File: config.mk
export PLATFORM = sky130hd
export DESIGN_NAME = sync_dp_ram_init
export DESIGN_NICKNAME = d
export VERILOG_FILES = /design/src/rtl/sync_dp_ram_init.sv
export SDC_FILE = /design/constraint.sdc
export NUM_CORES = 1
export LEC_CHECK = 0
export ABC_AREA = 0
export BUFFER_PORTS_ARGS = -buffer_cell sky130_fd_sc_hd__buf_2
export CAP_MARGIN = 20
export CORE_MARGIN = 1.5
export CORE_UTILIZATION = 60
export DETAILED_ROUTE_END_ITERATION = 10
export PLACE_DENSITY_LB_ADDON = 0.1
export SLEW_MARGIN = 20
export SYNTH_ARGS = -nofsm -noshare
export SYNTH_HDL_FRONTEND = slang
export SYNTH_SLANG_ARGS = --single-unit
File: constraint.sdc
create_clock -name clk -period 5.3 [get_ports clk]
set_clock_uncertainty 0.05 [all_clocks]
set_input_delay 0.265 -clock clk [delete_from_list [all_inputs] [get_ports clk]]
set_output_delay 0.265 -clock clk [all_outputs]
set_load 0.01 [all_outputs]
File: src/rtl/sync_dp_ram_init.sv
// Simple dual-port RAM with one write port and one read port on one clock.
// It has byte-lane write enables and a selectable read-during-write result.
// An optional output register adds a cycle of read latency.
// A sequential sweep writes zero to every word. The sweep runs after reset
// release, and again whenever clear is sampled high.
// DATA_W must be a multiple of 8.
module sync_dp_ram_init #(
    parameter int DATA_W   = 16,
    parameter int ADDR_W   = 4,
    parameter int RDW_MODE = 0,
    parameter int OUT_REG  = 0
) (
    input  logic                clk,
    input  logic                reset,
    input  logic                clear,
    input  logic                write,
    input  logic [ADDR_W-1:0]   write_address,
    input  logic [DATA_W-1:0]   data_in,
    input  logic [DATA_W/8-1:0] byte_en,
    input  logic                read,
    input  logic [ADDR_W-1:0]   read_address,
    output logic [DATA_W-1:0]   data_out,
    output logic                read_valid,
    output logic                init_busy
);

    localparam int DEPTH = 2**ADDR_W;
    localparam int LANES = DATA_W / 8;
    localparam logic [ADDR_W-1:0] LAST_ADDR = '1;

    typedef enum logic {INIT, RUN} state_t;

    state_t              state_reg, state_next;
    logic [ADDR_W-1:0]   ptr_reg, ptr_next;

    logic [DATA_W-1:0]   mem [DEPTH];

    logic                sweep;
    logic                run_access;
    logic                wr_fire;
    logic                rd_fire;
    logic                same_addr;
    logic [ADDR_W-1:0]   mem_waddr;
    logic [DATA_W-1:0]   mem_wdata;
    logic [LANES-1:0]    lane_we;
    logic [DATA_W-1:0]   rd_word;
    logic [DATA_W-1:0]   rd_merged;

    logic [DATA_W-1:0]   s1_data_reg;
    logic                s1_valid_reg;

    // FSM state and sweep pointer.
    always_ff @(posedge clk or negedge reset) begin
        if (!reset) begin
            state_reg <= INIT;
            ptr_reg   <= '0;
        end else begin
            state_reg <= state_next;
            ptr_reg   <= ptr_next;
        end
    end

    // Next state: the sweep advances one word per cycle, and clear restarts it.
    always_comb begin
        state_next = state_reg;
        ptr_next   = ptr_reg;
        case (state_reg)
            INIT: begin
                if (clear) begin
                    ptr_next = '0;
                end else begin
                    ptr_next = ptr_reg + 1'b1;
                    if (ptr_reg == LAST_ADDR) begin
                        state_next = RUN;
                    end
                end
            end
            RUN: begin
                if (clear) begin
                    state_next = INIT;
                    ptr_next   = '0;
                end
            end
            default: begin
                state_next = INIT;
                ptr_next   = '0;
            end
        endcase
    end

    // User accesses happen only in RUN. They are also blocked on the edge that samples clear.
    assign sweep      = (state_reg == INIT);
    assign run_access = (state_reg == RUN) && !clear;
    assign wr_fire    = run_access && write;
    assign rd_fire    = run_access && read;
    assign same_addr  = (write_address == read_address);
    assign init_busy  = sweep;

    // The single write port is shared. The sweep drives it in INIT, and user writes drive it in RUN.
    assign mem_waddr = sweep ? ptr_reg : write_address;
    assign mem_wdata = sweep ? '0 : data_in;
    assign rd_word   = mem[read_address];

    generate
        for (genvar gi = 0; gi < LANES; gi++) begin : g_lane
            assign lane_we[gi] = sweep || (wr_fire && byte_en[gi]);
            // In new-data mode, each enabled lane of a same-address write is forwarded to the read.
            assign rd_merged[8*gi +: 8] =
                ((RDW_MODE != 0) && wr_fire && same_addr && byte_en[gi])
                    ? data_in[8*gi +: 8] : rd_word[8*gi +: 8];
        end
    endgenerate

    // Memory array write with per-lane enables.
    always_ff @(posedge clk) begin
        for (int k = 0; k < LANES; k++) begin
            if (lane_we[k]) begin
                mem[mem_waddr][8*k +: 8] <= mem_wdata[8*k +: 8];
            end
        end
    end

    // First read stage. Data updates only when a read fires, so it holds between reads.
    always_ff @(posedge clk or negedge reset) begin
        if (!reset) begin
            s1_data_reg  <= '0;
            s1_valid_reg <= 1'b0;
        end else begin
            s1_valid_reg <= rd_fire;
            if (rd_fire) begin
                s1_data_reg <= rd_merged;
            end
        end
    end

    generate
        if (OUT_REG != 0) begin : g_out_reg
            logic [DATA_W-1:0] s2_data_reg;
            logic              s2_valid_reg;

            // Optional output register. It advances only when stage one holds a new result.
            always_ff @(posedge clk or negedge reset) begin
                if (!reset) begin
                    s2_data_reg  <= '0;
                    s2_valid_reg <= 1'b0;
                end else begin
                    s2_valid_reg <= s1_valid_reg;
                    if (s1_valid_reg) begin
                        s2_data_reg <= s1_data_reg;
                    end
                end
            end

            assign data_out   = s2_data_reg;
            assign read_valid = s2_valid_reg;
        end else begin : g_no_out_reg
            assign data_out   = s1_data_reg;
            assign read_valid = s1_valid_reg;
        end
    endgenerate

endmodule
==> results of run 1 <==
[cells in the final DEF (no fill, tap or decap), types with 3 or more instances in the layout]
| cell type | count |
|---|---|
| sky130_fd_sc_hd__clkbuf_16 | 29 |
| sky130_fd_sc_hd__clkbuf_1 | 9 |
| sky130_fd_sc_hd__o211ai_1 | 15 |
| sky130_fd_sc_hd__mux4_2 | 47 |
| sky130_fd_sc_hd__a221oi_1 | 16 |
| sky130_fd_sc_hd__inv_1 | 4 |
| sky130_fd_sc_hd__mux2i_1 | 51 |
| sky130_fd_sc_hd__nor2_1 | 40 |
| sky130_fd_sc_hd__clkinv_1 | 6 |
| sky130_fd_sc_hd__nand2_1 | 28 |
| sky130_fd_sc_hd__dfrtp_1 | 22 |
| sky130_fd_sc_hd__o21ai_0 | 5 |
| sky130_fd_sc_hd__edfxtp_1 | 256 |
| sky130_fd_sc_hd__nand3b_1 | 3 |
| sky130_fd_sc_hd__o21ai_1 | 12 |
| sky130_fd_sc_hd__buf_2 | 47 |
| sky130_fd_sc_hd__and2_1 | 17 |
| sky130_fd_sc_hd__clkbuf_8 | 4 |
[area by class of cell]
type / count / share of cell area
well taps: 229 / 0.0234
inverters: 4 / 0.00123
flip-flops and latches: 278 / 0.674
repair buffers: 52 / 0.0230
multi-input cells: 260 / 0.203
clock inverters: 10 / 0.00809
clock buffers: 42 / 0.0667
[cell families (layout without fill, tap and decap cells)]
kind of cell / Yosys count / after routing / synth area share
AO/OA/AOI/OAI: 58 / 58 / 0.0376
XOR/XNOR: 3 / 3 / 0.00240
adder cells (fa/ha/maj): 1 / 1 / 0.00114
buffers and inverters: 36 / 108 / 0.0198
flip-flops: 278 / 278 / 0.753
multiplexers: 98 / 98 / 0.143
AND/OR/NAND/NOR: 100 / 100 / 0.0424
[cell usage after synthesis (all sizes together), types with 2 or more instances]
| library cell | instances |
|---|---|
| a21oi | 2 |
| a221oi | 16 |
| a22oi | 2 |
| a31oi | 2 |
| and2 | 17 |
| buf | 25 |
| clkbuf | 7 |
| dfrtp | 22 |
| edfxtp | 256 |
| inv | 4 |
| mux2i | 51 |
| mux4 | 47 |
| nand2 | 28 |
| nand3 | 2 |
| nand3b | 3 |
| nor2 | 40 |
| nor2b | 3 |
| o211ai | 15 |
| o21ai | 17 |
| xor2 | 2 |
[worst max-delay path: cells and delay by family, from the launching register on]
| kind | cells | cell delay, ns |
|---|---|---|
| flip-flops | 1 | 1.02 |
| AND/OR/NAND/NOR | 1 | 0.96 |
| AO/OA/AOI/OAI | 3 | 0.93 |
[worst max path at each step]
stage                                   start                        to  slack [ns]
after floorplan           state_reg$_DFF_PN0_      mem[13][0]$_DFFE_PP_        3.39
after global placement    state_reg$_DFF_PN0_  data_out[12]$_DFFE_PN0P_        2.29
after detailed placement  state_reg$_DFF_PN0_  data_out[12]$_DFFE_PN0P_        2.22
after CTS                 state_reg$_DFF_PN0_   data_out[6]$_DFFE_PN0P_        2.20
after global routing      state_reg$_DFF_PN0_       mem[5][9]$_DFFE_PP_        2.00
final                     state_reg$_DFF_PN0_   data_out[6]$_DFFE_PN0P_        2.21
[routing by layer]
layer	part of all wire	vias up
met4	0.025	0
met5	0	-
met3	0.075	48
met1	0.43	2876
met2	0.47	232
li1	-	2408
[through the flow]
step / util / std cells / total power, mW / hold slack [ns]
floorplan: - / 574 / 2.64 / -0.0806
global placement: 0.630 / 821 / 2.71 / 0.282
detailed placement: 0.630 / 821 / 2.71 / 0.292
CTS: 0.682 / 875 / 4.63 / 0.287
global route: 0.683 / 875 / 4.72 / 0.327
finish: 0.683 / 875 / 4.60 / 0.303
[power breakdown]
group / internal [mW] / total, mW / switching [mW] / leakage (nW)
Sequential: 2.43 / 2.45 / 0.0206 / 2.63
Combinational: 0.0886 / 0.219 / 0.131 / 1.13
Clock: 1.16 / 1.93 / 0.778 / 0.444
Total: 3.67 / 4.60 / 0.929 / 4.21
[timing repair]
| action | in CTS | in global routing |
|---|---|---|
| gates resized for setup | 0 | 0 |
| hold buffers | 2 | 0 |
| setup buffers | 0 | 0 |
| hold endpoints to repair | 27 | 0 |
==> tab_implementation.tex, run 1 <==
\begin{tabular}{lr}
\hline
Metric & Value \\
\hline
\multicolumn{2}{l}{\textbf{Outcome}} \\
\quad Status & finished clean \\
\multicolumn{2}{l}{\textbf{Worst setup path}} \\
\quad Type of the worst setup path & reg2reg \\
\quad R2r startpoint & state\_reg\$\_DFF\_PN0\_ \\
\quad Critical path cell sequence & nand4bb\_1, a221oi\_1, o21ai\_1, o211ai\_1 \\
\quad Largest driver fanout on the critical path & 37 \\
\quad Critical R2R Capture & data\_out[6]\$\_DFFE\_PN0P\_ \\
\quad CP max stage delay & 1.02 ns \\
\quad Max stage delay cell, worst path & sky130\_fd\_sc\_hd\_\_dfrtp\_1 \\
\quad Reg-to-reg slack, setup & 2.21 ns \\
\quad Kind of start point of the critical path & flip-flop \\
\quad Required time of the critical path & 5.66 ns \\
\quad Kind of end point of the critical path & flip-flop \\
\quad Critical path arrival & 3.45 ns \\
\quad Depth of the worst register-to-register path & 4 \\
\multicolumn{2}{l}{\textbf{Place}} \\
\quad Placed Instance Area & 11300 um\^{}2 \\
\quad Post-placement worst setup slack & 2.22 ns \\
\quad Routability congestion estimate from global placement & 0.787 \\
\quad Total half-perimeter wirelength after legalization and detailed placement & 14.0 mm \\
\quad IO buf count & 48 \\
\multicolumn{2}{l}{\textbf{Route}} \\
\quad Count of TritonRoute iterations in the first routing pass & 5 \\
\quad Antenna Nets Post-Route & 0 \\
\quad Drt via density & 6.36 \\
\quad Wire length per cell after detailed routing & 25.7 um \\
\quad DR iter-0 viols & 544 \\
\quad Total detailed-routing wirelength & 22.5 mm \\
\quad Total number of vias & 5564 \\
\quad DRC violations left & 0 \\
\multicolumn{2}{l}{\textbf{STA}} \\
\quad Number of pins exceeding their max-slew limit in the final report & 0 \\
\quad Sum of negative setup slack & 0 ns \\
\quad Setup repair after global routing missed its margin & no \\
\quad Final setup violation count & 0 \\
\quad Crit path time final & 3.09 ns \\
\quad Worst slew margin relative to its limit & 0.315 \\
\quad Worst Slack Setup Final & 2.21 ns \\
\quad Final count of hold timing violations & 0 \\
\quad Actual slew at the worst max-slew pin & 1.03 ns \\
\quad Achievable frequency & 0.323 GHz \\
\quad Period Utilization, post-route & 0.584 \\
\multicolumn{2}{l}{\textbf{Finish}} \\
\quad Nets & 656 \\
\quad Reg area & 8240 um\^{}2 \\
\quad Antenna cells & 0 \\
\quad Area overhead of the layout relative to synthesis & 11.7\% \\
\quad Total area of multi-input combinational cells & 2490 um\^{}2 \\
\quad Max reg flops & 256 \\
\quad FILL cells & 1181 \\
\quad Share of post-route cells with drive strength above 1 & 0.209 \\
\quad Post-route cell area & 12200 um\^{}2 \\
\multicolumn{2}{l}{\textbf{GRT}} \\
\quad Remaining Overflow, GRT & 0 \\
\quad Number of global-route vias before repair & 5744 \\
\quad Total global-route track usage & 0.240 \\
\quad Met3 track demand over resource in global routing & 0.0447 \\
\quad Global-route wire length before repair & 34.3 mm \\
\quad Pin count of the biggest net entering global routing & 67 \\
\quad Initial antenna violation count & 0 \\
\quad Most used routing layer & met2 \\
\quad Met2 track utilization from global routing & 0.371 \\
\quad Met1 GRT Util & 0.357 \\
\multicolumn{2}{l}{\textbf{Synthesis}} \\
\quad Total number of yosys warnings & 0 \\
\quad Async set or reset register ratio after synthesis & 0.0791 \\
\quad Yosys top cell area share & 0.703 \\
\quad Post-synthesis average cell area & 19.1 um\^{}2 \\
\quad Number of synthesized flops with an enable pin & 256 \\
\quad Ranking of synthesized cells by area & sky130\_fd\_sc\_hd\_\_edfxtp\_1 (70\%), sky130\_fd\_sc\_hd\_\_mux4\_2 (9.7\%), sky130\_fd\_sc\_hd\_\_dfrtp\_1 (5.0\%), sky130\_fd\_sc\_hd\_\_mux2i\_1 (4.7\%), sky130\_fd\_sc\_hd\_\_nor2\_1 (1.4\%) \\
\quad Leading area contributor after synthesis & sky130\_fd\_sc\_hd\_\_edfxtp\_1 \\
\quad Distinct cell type count after synthesis & 39 \\
\quad Synthesized netlist net count & 606 \\
\quad Seq/Total Area, Yosys & 0.753 \\
\quad Netlist area before placement & 10900 um\^{}2 \\
\quad Ys flop type & sky130\_fd\_sc\_hd\_\_edfxtp\_1 \\
\quad Post-Syn Instances & 574 \\
\quad Number of synthesized register bits & 278 \\
\multicolumn{2}{l}{\textbf{Die}} \\
\quad Die outline width & 138 um \\
\quad Total die area & 19000 um\^{}2 \\
\quad Placeable Area & 17900 um\^{}2 \\
\quad Row count & 49 \\
\quad Starting density of the core & 0.611 \\
\quad Vertical extent of the die & 138 um \\
\quad I/O pin count & 49 \\
\multicolumn{2}{l}{\textbf{Clock tree}} \\
\quad Clock input transition at the sequential cells of the worst setup and hold paths & 0.06 ns \\
\quad Number of buffers added by the clock tree synthesis step & 28 \\
\quad Worst-case clock buffer depth & 3 \\
\quad Cell at the root of the clock tree & sky130\_fd\_sc\_hd\_\_clkbuf\_16 \\
\quad Clk Latency, worst-skew pair & 0.52 ns \\
\quad TritonCTS clock tree & done \\
\quad Number of clock sinks & 278 \\
\quad CTS H-tree depth & 1 \\
\multicolumn{2}{l}{\textbf{Power and ir drop}} \\
\quad Peak supply drop & 0.320 mV \\
\quad Leakage power of the design & 4.21 nW \\
\quad Power density cells & 377 nW/um\^{}2 \\
\multicolumn{2}{l}{\textbf{Min path}} \\
\quad Worst min-delay path class & in2async \\
\multicolumn{2}{l}{\textbf{Run}} \\
\quad Maxcap violations & 0 \\
\hline
\end{tabular}
No activity file was read; power rests on OpenSTA's default activity.
==> inputs of run 2 (changes only) <==
clock period = 3.1 ns   (was 5.3 ns; I/O delays follow)
==> run 2 against run 1 <==
Sequential share of layout area down 1.6 points. Fmax up 25%. Register-to-register slack worse by 1.6 ns. Global-route usage up 0.57 points. Clock power up 91%. Clock-buffer cell count down 15. Combinational power up 79%. Cell count up 2.4%. Critical path type unchanged. Critical endpoint is now mem[0][2]$_DFFE_PP_. Highest routed layer unchanged.
==> tab_implementation.tex, run 2 (synthesis gave the netlist of run 1 again) <==
\begin{tabular}{lr}
\hline
Metric & Value \\
\hline
\multicolumn{2}{l}{\textbf{Clock tree}} \\
\quad Worst-case clock buffer depth & 3 (unchanged) \\
\quad Clk Latency, worst-skew pair & 0.52 ns (about the same) \\
\quad Post\_cts resized & 0 (unchanged) \\
\quad Number of buffers added by the clock tree synthesis step & 27 (was 28) \\
\quad Cell at the root of the clock tree & sky130\_fd\_sc\_hd\_\_clkbuf\_16 (unchanged) \\
\quad CTS H-tree depth & 1 (unchanged) \\
\quad Clock input transition at the sequential cells of the worst setup and hold paths & 0.06 ns (about the same) \\
\quad TritonCTS clock tree & done (unchanged) \\
\quad Number of setup buffers added after CTS & 0 (unchanged) \\
\quad Number of clock sinks & 278 (unchanged) \\
\multicolumn{2}{l}{\textbf{Place}} \\
\quad Placed Instances & 845 (was 821) \\
\quad Total half-perimeter wirelength after legalization and detailed placement & 15.2 mm (was 14.0 mm) \\
\quad Routability congestion estimate from global placement & 0.824 (was 0.787) \\
\quad IO buf count & 48 (unchanged) \\
\quad Post-placement worst setup slack & 0.641 ns (was 2.22 ns) \\
\multicolumn{2}{l}{\textbf{Route}} \\
\quad DR iter-0 viols & 703 (was 544) \\
\quad Count of TritonRoute iterations in the first routing pass & 5 (unchanged) \\
\quad Drt via density & 6.28 (was 6.36) \\
\quad Wire length per cell after detailed routing & 25.4 um (was 25.7 um) \\
\quad Antenna Nets Post-Route & 0 (unchanged) \\
\quad Total detailed-routing wirelength & 22.7 mm (was 22.5 mm) \\
\quad Total number of vias & 5627 (was 5564) \\
\quad DRC violations left & 0 (unchanged) \\
\multicolumn{2}{l}{\textbf{STA}} \\
\quad Achievable frequency & 0.403 GHz (was 0.323 GHz) \\
\quad Number of pins exceeding their max-slew limit in the final report & 0 (unchanged) \\
\quad Sum of negative setup slack & 0 ns (unchanged) \\
\quad Crit path time final & 2.48 ns (was 3.09 ns) \\
\quad Period Utilization, post-route & 0.800 (was 0.584) \\
\quad Final count of hold timing violations & 0 (unchanged) \\
\quad Setup repair after global routing missed its margin & no (unchanged) \\
\quad Worst slew margin relative to its limit & 0.396 (was 0.315) \\
\quad Final Hold Slack & 0.153 ns (was 0.303 ns) \\
\quad Final setup violation count & 0 (unchanged) \\
\quad Actual slew at the worst max-slew pin & 0.902 ns (was 1.03 ns) \\
\quad Worst Slack Setup Final & 0.619 ns (was 2.21 ns) \\
\multicolumn{2}{l}{\textbf{Worst setup path}} \\
\quad CP bufs+invs & 1 (was 0) \\
\quad Required time of the critical path & 3.20 ns (was 5.66 ns) \\
\quad Critical path arrival & 2.58 ns (was 3.45 ns) \\
\quad Critical path cell sequence & buf\_4, or3\_1, o31ai\_1, nand2\_1, nor2\_1 (was nand4bb\_1, a221oi\_1, o21ai\_1, o211ai\_1) \\
\quad Largest driver fanout on the critical path & 25 (was 37) \\
\quad Type of the worst setup path & reg2reg (unchanged) \\
\quad Max stage delay cell, worst path & sky130\_fd\_sc\_hd\_\_nor2\_1 (was sky130\_fd\_sc\_hd\_\_dfrtp\_1) \\
\quad Kind of start point of the critical path & flip-flop (unchanged) \\
\quad CP max stage delay & 0.59 ns (was 1.02 ns) \\
\quad Kind of end point of the critical path & flip-flop (unchanged) \\
\quad Largest delay share family, worst path & simple AND/OR/NAND/NOR gates (was flip-flops) \\
\multicolumn{2}{l}{\textbf{Finish}} \\
\quad Finished Core Util & 0.699 (was 0.683) \\
\quad Nets & 679 (was 656) \\
\quad Final instance count without filler cells & 896 (was 875) \\
\quad Highest-count cells in the layout ignoring fill and taps & sky130\_fd\_sc\_hd\_\_edfxtp\_1 (256), sky130\_fd\_sc\_hd\_\_mux2i\_1 (51), sky130\_fd\_sc\_hd\_\_mux4\_2 (47), sky130\_fd\_sc\_hd\_\_buf\_2 (47), sky130\_fd\_sc\_hd\_\_nor2\_1 (40) (unchanged) \\
\quad Share of post-route cells with drive strength above 1 & 0.247 (was 0.209) \\
\quad Area overhead of the layout relative to synthesis & 14.4\% (was 11.7\%) \\
\quad Max reg flops & 256 (unchanged) \\
\quad Most common library cell in the layout ignoring fill and taps & sky130\_fd\_sc\_hd\_\_edfxtp\_1 (unchanged) \\
\quad Antenna cells & 0 (unchanged) \\
\multicolumn{2}{l}{\textbf{Die}} \\
\quad Die outline width & 138 um (unchanged) \\
\quad Row count & 49 (unchanged) \\
\quad I/O pin count & 49 (unchanged) \\
\quad Vertical extent of the die & 138 um (unchanged) \\
\quad Placeable Area & 17900 um\^{}2 (unchanged) \\
\quad Total die area & 19000 um\^{}2 (unchanged) \\
\quad Starting density of the core & 0.611 (unchanged) \\
\multicolumn{2}{l}{\textbf{Run}} \\
\quad Maxcap violations & 0 (unchanged) \\
\multicolumn{2}{l}{\textbf{GRT}} \\
\quad Met3 track demand over resource in global routing & 0.0412 (was 0.0447) \\
\quad Most used routing layer & met2 (unchanged) \\
\quad Pin count of the biggest net entering global routing & 36 (was 67) \\
\quad Met2 track utilization from global routing & 0.384 (was 0.371) \\
\quad Remaining Overflow, GRT & 0 (unchanged) \\
\quad Met1 GRT Util & 0.371 (was 0.357) \\
\quad Total global-route track usage & 0.245 (was 0.240) \\
\quad Initial antenna violation count & 0 (unchanged) \\
\quad Global-route wire length before repair & 34.9 mm (was 34.3 mm) \\
\quad Number of global-route vias before repair & 5787 (was 5744) \\
\multicolumn{2}{l}{\textbf{Min path}} \\
\quad Worst min-delay path class & in2async (unchanged) \\
\multicolumn{2}{l}{\textbf{Power and ir drop}} \\
\quad Peak supply drop & 0.523 mV (was 0.320 mV) \\
\quad Power density cells & 660 nW/um\^{}2 (was 377 nW/um\^{}2) \\
\quad Leakage power of the design & 4.36 nW (was 4.21 nW) \\
\multicolumn{2}{l}{\textbf{Outcome}} \\
\quad Status & finished clean (unchanged) \\
\hline
\end{tabular}
[run 2: what timing repair did]
| action | CTS | global route |
|---|---|---|
| hold endpoints to repair | 27 | 0 |
| setup endpoints to repair | 0 | 0 |
| hold buffers | 2 | 0 |
[run 2: final timing paths]
check	depth (start not counted)	slack, ns	endpoint	start
setup reg to reg	5	0.62	mem[0][2]$_DFFE_PP_	state_reg$_DFF_PN0_
min in group clk	4	0.20	data_out[5]$_DFFE_PN0P_	read
setup / recovery	5	0.62	mem[0][2]$_DFFE_PP_	state_reg$_DFF_PN0_
hold reg to reg	2	0.46	data_out[12]$_DFFE_PN0P_	data_out[12]$_DFFE_PN0P_
hold / removal	2	0.15	data_out[3]$_DFFE_PN0P_	reset
max in group asynchronous	2	2.41	data_out[13]$_DFFE_PN0P_	reset
[run 2: routing by layer]
metal	part of all wire	wire length, um
met2	0.48	10800
met5	0	0
met4	0.019	421
met1	0.43	9770
met3	0.076	1730
[run 2: metrics by stage]
stage / area (um^2) / total power [mW]
3_5_place_dp: 11500 / 4.66
6_report: 12500 / 8.26
2_1_floorplan: 10900 / 4.51
3_3_place_gp: 11500 / 4.64
5_1_grt: 12500 / 8.48
4_1_cts: 12500 / 8.30
[run 2: cell type report]
type	count	area [um^2]
multi-input cells	260	2480
fillers	1148	5390
inverters	4	15.0
well taps	229	287
clock buffers	27	676
repair buffers	76	470
clock inverters	22	344
flip-flops and latches	278	8240
[run 2: power breakdown]
group / leakage (nW) / switching, mW / internal, mW
clock network: 0.476 / 1.35 / 2.34
logic: 1.25 / 0.222 / 0.168
registers: 2.63 / 0.0374 / 4.15
total: 4.36 / 1.61 / 6.66
